**src/rtl/rst_sequencer.sv**
```systemverilog
// Multi-domain reset sequencer: waits for lock and delay-line ready, then releases
// NUM_DOM reset domains in order with programmable spacing; also owns the delay-tap load path.
module rst_sequencer #(
  parameter int                 NUM_DOM      = 3,
  parameter int                 CNT_W        = 16,
  parameter int                 HOLD_CYC     = 65535,
  parameter int                 STAGGER      = 16,
  parameter int                 SETTLE_CYC   = 32,
  parameter int                 TAP_W        = 5,
  parameter logic [NUM_DOM-1:0] TAP_RST_MASK = NUM_DOM'(2)
) (
  input  logic               clk,
  input  logic               rstn,
  input  logic               locked,
  input  logic               dly_rdy,
  input  logic               soft_rst,
  input  logic [TAP_W-1:0]   tap_in,
  input  logic               tap_wr,
  output logic [TAP_W-1:0]   tap_val,
  output logic               tap_ld,
  output logic [NUM_DOM-1:0] dom_rst,
  output logic               all_rdy,
  output logic [7:0]         lock_lost_cnt
);

  localparam int IDX_W = (NUM_DOM > 1) ? $clog2(NUM_DOM) : 1;
  localparam logic [CNT_W-1:0] HOLD_LAST   = CNT_W'(HOLD_CYC - 1);
  localparam logic [CNT_W-1:0] STAG_LAST   = CNT_W'(STAGGER - 1);
  localparam logic [CNT_W-1:0] SETTLE_LAST = CNT_W'(SETTLE_CYC - 1);
  localparam logic [IDX_W-1:0] IDX_LAST    = IDX_W'(NUM_DOM - 1);

  typedef enum logic [2:0] {
    ST_WAIT    = 3'd0,
    ST_HOLD    = 3'd1,
    ST_RELEASE = 3'd2,
    ST_RUN     = 3'd3,
    ST_SETTLE  = 3'd4
  } state_t;

  state_t             state_reg, state_next;
  logic [CNT_W-1:0]   cnt_reg, cnt_next;
  logic [IDX_W-1:0]   idx_reg, idx_next;
  logic [NUM_DOM-1:0] dom_reg, dom_next;
  logic               rdy_reg, rdy_next;
  logic [7:0]         lost_reg, lost_next;
  logic [TAP_W-1:0]   tap_val_reg;
  logic               tap_ld_reg;
  logic               lock_meta_reg, locked_s;
  logic [NUM_DOM-1:0] idx_onehot;

  // Decode of the domain currently waiting for its stagger slot.
  genvar gi;
  generate
    for (gi = 0; gi < NUM_DOM; gi++) begin : g_idx_dec
      assign idx_onehot[gi] = (idx_reg == IDX_W'(gi));
    end
  endgenerate

  always_comb begin
    state_next = state_reg;
    cnt_next   = cnt_reg + 1'b1;
    idx_next   = idx_reg;
    dom_next   = dom_reg;
    lost_next  = lost_reg;

    // Lock loss outranks a software request; tap loading runs independently below.
    if (state_reg != ST_WAIT && !locked_s) begin
      state_next = ST_WAIT;
      cnt_next   = '0;
      idx_next   = '0;
      dom_next   = '1;
      if (lost_reg != 8'hFF) lost_next = lost_reg + 8'd1;
    end else if (state_reg != ST_WAIT && soft_rst) begin
      state_next = ST_HOLD;
      cnt_next   = '0;
      idx_next   = '0;
      dom_next   = '1;
    end else begin
      case (state_reg)
        ST_WAIT: begin
          cnt_next = '0;
          dom_next = '1;
          if (locked_s && dly_rdy) state_next = ST_HOLD;
        end
        ST_HOLD: begin
          if (cnt_reg == HOLD_LAST) begin
            dom_next[0] = 1'b0;
            cnt_next    = '0;
            idx_next    = IDX_W'(1);
            state_next  = (NUM_DOM == 1) ? ST_RUN : ST_RELEASE;
          end
        end
        ST_RELEASE: begin
          if (cnt_reg == STAG_LAST) begin
            dom_next = dom_reg & ~idx_onehot;
            cnt_next = '0;
            idx_next = idx_reg + 1'b1;
            if (idx_reg == IDX_LAST) begin
              state_next = ST_RUN;
              idx_next   = '0;
            end
          end
        end
        ST_RUN: begin
          cnt_next = '0;
          if (tap_wr && TAP_RST_MASK != '0) begin
            dom_next   = dom_reg | TAP_RST_MASK;
            state_next = ST_SETTLE;
          end
        end
        ST_SETTLE: begin
          if (tap_wr) begin
            cnt_next = '0;
          end else if (cnt_reg == SETTLE_LAST) begin
            dom_next   = dom_reg & ~TAP_RST_MASK;
            cnt_next   = '0;
            state_next = ST_RUN;
          end
        end
        default: begin
          state_next = ST_WAIT;
          cnt_next   = '0;
          idx_next   = '0;
          dom_next   = '1;
        end
      endcase
    end

    // Ready only after a full cycle spent in RUN, so it trails the last release by one edge.
    rdy_next = (state_reg == ST_RUN) && (state_next == ST_RUN);
  end

  always_ff @(posedge clk or negedge rstn) begin
    if (!rstn) begin
      state_reg     <= ST_WAIT;
      cnt_reg       <= '0;
      idx_reg       <= '0;
      dom_reg       <= '1;
      rdy_reg       <= 1'b0;
      lost_reg      <= '0;
      tap_val_reg   <= '0;
      tap_ld_reg    <= 1'b0;
      lock_meta_reg <= 1'b0;
      locked_s      <= 1'b0;
    end else begin
      state_reg     <= state_next;
      cnt_reg       <= cnt_next;
      idx_reg       <= idx_next;
      dom_reg       <= dom_next;
      rdy_reg       <= rdy_next;
      lost_reg      <= lost_next;
      tap_val_reg   <= tap_wr ? tap_in : tap_val_reg;
      tap_ld_reg    <= tap_wr;
      lock_meta_reg <= locked;
      locked_s      <= lock_meta_reg;
    end
  end

  assign tap_val       = tap_val_reg;
  assign tap_ld        = tap_ld_reg;
  assign dom_rst       = dom_reg;
  assign all_rdy       = rdy_reg;
  assign lock_lost_cnt = lost_reg;

endmodule

```
**config.mk**
```make
export PLATFORM = sky130hd
export DESIGN_NAME = rst_sequencer
export DESIGN_NICKNAME = d
export VERILOG_FILES = /design/src/rtl/rst_sequencer.sv
export SDC_FILE = /design/constraint.sdc
export NUM_CORES = 1
export LEC_CHECK = 0
export CAP_MARGIN = 10
export CELL_PAD_IN_SITES_DETAIL_PLACEMENT = 1
export CELL_PAD_IN_SITES_GLOBAL_PLACEMENT = 2
export CORE_ASPECT_RATIO = 0.75
export CORE_MARGIN = 3
export CORE_UTILIZATION = 36
export CTS_BUF_LIST = sky130_fd_sc_hd__clkbuf_2 sky130_fd_sc_hd__clkbuf_4 sky130_fd_sc_hd__clkbuf_8
export DETAILED_ROUTE_END_ITERATION = 8
export PLACE_DENSITY = 0.79
export SETUP_SLACK_MARGIN = 0.1
export SLEW_MARGIN = 20
export SYNTH_ARGS = -nofsm -noshare
export SYNTH_HDL_FRONTEND = slang
export SYNTH_SLANG_ARGS = --single-unit
```
**constraint.sdc**
```tcl
create_clock -name clk -period 2.4 [get_ports clk]
set_clock_uncertainty 0.05 [all_clocks]
set_input_delay 0.48 -clock clk [delete_from_list [all_inputs] [get_ports clk]]
set_output_delay 0.48 -clock clk [all_outputs]
set_load 0.005 [all_outputs]
```
==> impl_metrics.csv <==
group,metric,value,unit
floorplan,rows,23,
logic_synthesis,ys_seq_elements,41,
logic_synthesis,synth_top_family_by_area,"simple AND/OR/NAND/NOR gates",
logic_synthesis,synth-simple-area-share,23.2,%
sta,finalSetupTns,0,ns
sta,tightest_slew,0.451,ns
floorplan,die_area,0.00677,mm2
drt,wl,5.27,mm
sta,hold_viol,0,
global_routing,grt_max_degree,42,
run_status,status,"finished, final reports clean",
logic_synthesis,synth_top_area_share,45.5,%
drt,drc,0,
final_layout,stdcell_count,327,
logic_synthesis,muxShareOfSynthArea,5.14,%
global_routing,grt_pass1_wl,9.11,mm
final_layout,diodes,0,
floorplan,die_w,94.0,um
final_layout,layout-drive-gt1-share,14.7,%
drt,dr_total_vias,1697,
job,max_cap_viol_count,0,
critical_path,end_kind,"flip-flop",
sta,setup_ws,0.323,ns
floorplan,initial_core_util,38.3,%
global_routing,antenna_found_initial,0,
sta,holdWs,0.0899,ns
logic_synthesis,synthTopCellsByArea,"dfrtp_1, nor2_1, xor2_1",
clock_network,clock_latency,0.30,ns
critical_path,worst-path-buf-inv,0,
logic_synthesis,synthCells,212,
logic_synthesis,synth_nets,226,
critical_path,critical_path_class,"flip-flop to flip-flop",
placement,gp_congestion,0.773,
final_layout,areaGrowthSynthToFinish,24.8,%
critical_path,required,2.57,ns
clock_network,cts_tree,"done",
clock_network,root_buffer,"clkbuf_8",
logic_synthesis,synthXorXnorAreaFrac,8.79,%
critical_path,arrival,2.25,ns
logic_synthesis,ys_types,41,
clock_network,post_cts_buffers,0,
floorplan,core_area,0.00547,mm2
final_layout,fin_nets,265,
critical_path,ff2ff_setup_slack,0.32,ns
logic_synthesis,yosysTopAreaCell,"dfrtp_1",
logic_synthesis,synthArstFlopShare,100,%
logic_synthesis,synth_edf_count,0,
placement,place_hpwl,3.90,mm
power_and_ir_drop,ir_drop,287,uV
clock_network,h-tree-depth,2,
clock_network,cts_sinks,41,
sta,timing.fmax,481,MHz
critical_path,worstSetupStartpointType,"flip-flop",
power_and_ir_drop,power_density,594,mW/mm2
placement,placedCellCount,319,
floorplan,die_y,72.0,um
drt,post_drt_wl_per_cell,16.1,um
global_routing,grt_usage,17.4,%
critical_path,cp_top_family,"simple AND/OR/NAND/NOR gates",
hold_path,hold_class,"input port to async pin",
clock_network,ctsHoldBuffers,0,
sta,period_share,86.6,%
clock_network,clkTransAtPathRegs,0.08,ns
critical_path,worstPathCellList,"ha_1, and3_1, nand4_1, o21ba_2, o31a_4, nor2_1",
power_and_ir_drop,power.leakage,1.06,nW
logic_synthesis,syn_avg_cell_area,9.87,um2
drt,initialDrtViolationCount,58,
logic_synthesis,synth_compound_area_share,8.85,%
logic_synthesis,synth_seq_area_share,49.2,%
critical_path,max_stage_delay,0.42,ns
floorplan,ioPinCount,29,
clock_network,cts-buffers-inserted,5,
clock_network,clk_path_buf_depth,2,
critical_path,cp_max_fo,16,
logic_synthesis,yosys.area_share.adder,1.79,%
global_routing,grt_overflow,0,
logic_synthesis,yosysWarnings,0,
sta,grt_setup_unrepaired,"false",
sta,fin_crit,2.08,ns
drt,avgViaCountPerCell,5.19,
logic_synthesis,yosys-top-cells-count,"dfrtp_1, nor2_1, nand2_1, xor2_1, nand3_1",
final_layout,largest_reg_flops,16,
global_routing,grt_pass1_vias,1784,
placement,dp_slack,0.244,ns
drt,firstDrtPassIters,6,
logic_synthesis,dominantRegCellSynth,"dfrtp_1",
placement,io_buffers,28,
drt,drtAntennaViolNets,0,
sta,finalSetupViolCount,0,
logic_synthesis,post-synth-top-count-cell,"dfrtp_1",
critical_path,crit_slowest_cell,"dfrtp_1",
clock_network,post_cts_resized,0,
sta,finalMaxSlewViolations,0,
sta,maxSlewHeadroom,69.8,%
logic_synthesis,syn_area,0.00209,mm2
power_and_ir_drop,power,1.55,mW
==> cell type report <==
type	count	area, um2
repair buffers	39	370
flip-flops and latches	41	1030
inverters	7	26.3
fillers	626	2860
multi-input cells	157	1000
well taps	75	93.8
clock buffers	8	91.3
==> kinds of logic after synthesis <==
| logic type | count (synthesis) |
|---|---|
| adders and majority gates | 3 |
| and+or+nand+nor | 97 |
| muxes | 10 |
| buffers and inverters | 14 |
| DFF | 41 |
| AOI/OAI and AO/OA | 26 |
| xor gates and xnor gates | 21 |
==> report_power, final <==
part           internal (mW)  leakage (nW)  switching (mW)
sequential             0.746         0.534          0.0659
clock                  0.241        0.0498           0.231
combinational          0.165         0.476           0.104
==> per-stage QoR <==
step,util (%),instance area [um2]
detailed placement,46.1,2520
CTS,47.8,2610
global route,47.8,2610
global placement,46.1,2520
finish,47.8,2610
floorplan,-,2090
==> per-layer routing <==
| layer | track usage (%) | routed length (um) | vias up |
|---|---|---|---|
| li1 | - | - | 820 |
| met1 | 26.5 | 2760 | 843 |
| met2 | 24.8 | 2300 | 27 |
| met3 | 3.63 | 149 | 7 |
| met4 | 5.29 | 66 | 0 |
| met5 | 0 | 0 | - |
==> final timing paths <==
kind / from / end / depth (start not counted)
setup / recovery: cnt_reg[0] / cnt_reg[15] / 6
hold / removal: rstn / cnt_reg[12] / 2
setup reg to reg: cnt_reg[0] / cnt_reg[15] / 6
hold reg to reg: lock_meta_reg / locked_s / 0
max in group asynchronous: rstn / dom_rst[2] / 2
min in group clk: lock_meta_reg / locked_s / 0
==> worst reg2reg max path: cells and delay by family, from the launching register on <==
family	cells	cell delay [ns]
flops	1	0.42
fa+ha+maj	1	0.26
simple gates	3	0.64
compound gates	2	0.63
==> cell usage in the layout (no fill, tap or decap), drive strengths merged, types with 2 or more instances in the layout <==
cell type	n
nor3b	2
nand4	8
clkdlybuf4s50	27
nand2b	3
o21ai	5
inv	7
ha	3
o211ai	2
a21oi	6
nor4b	2
clkbuf	8
buf	12
xor2	12
nor4	4
dfrtp	38
and3	3
a31oi	2
xnor2	9
nor3	9
o22ai	3
nand2	16
nand3	11
dfstp	3
or3	2
mux2	6
nor2	35
mux2i	4
(Power assumes the default switching activity.)
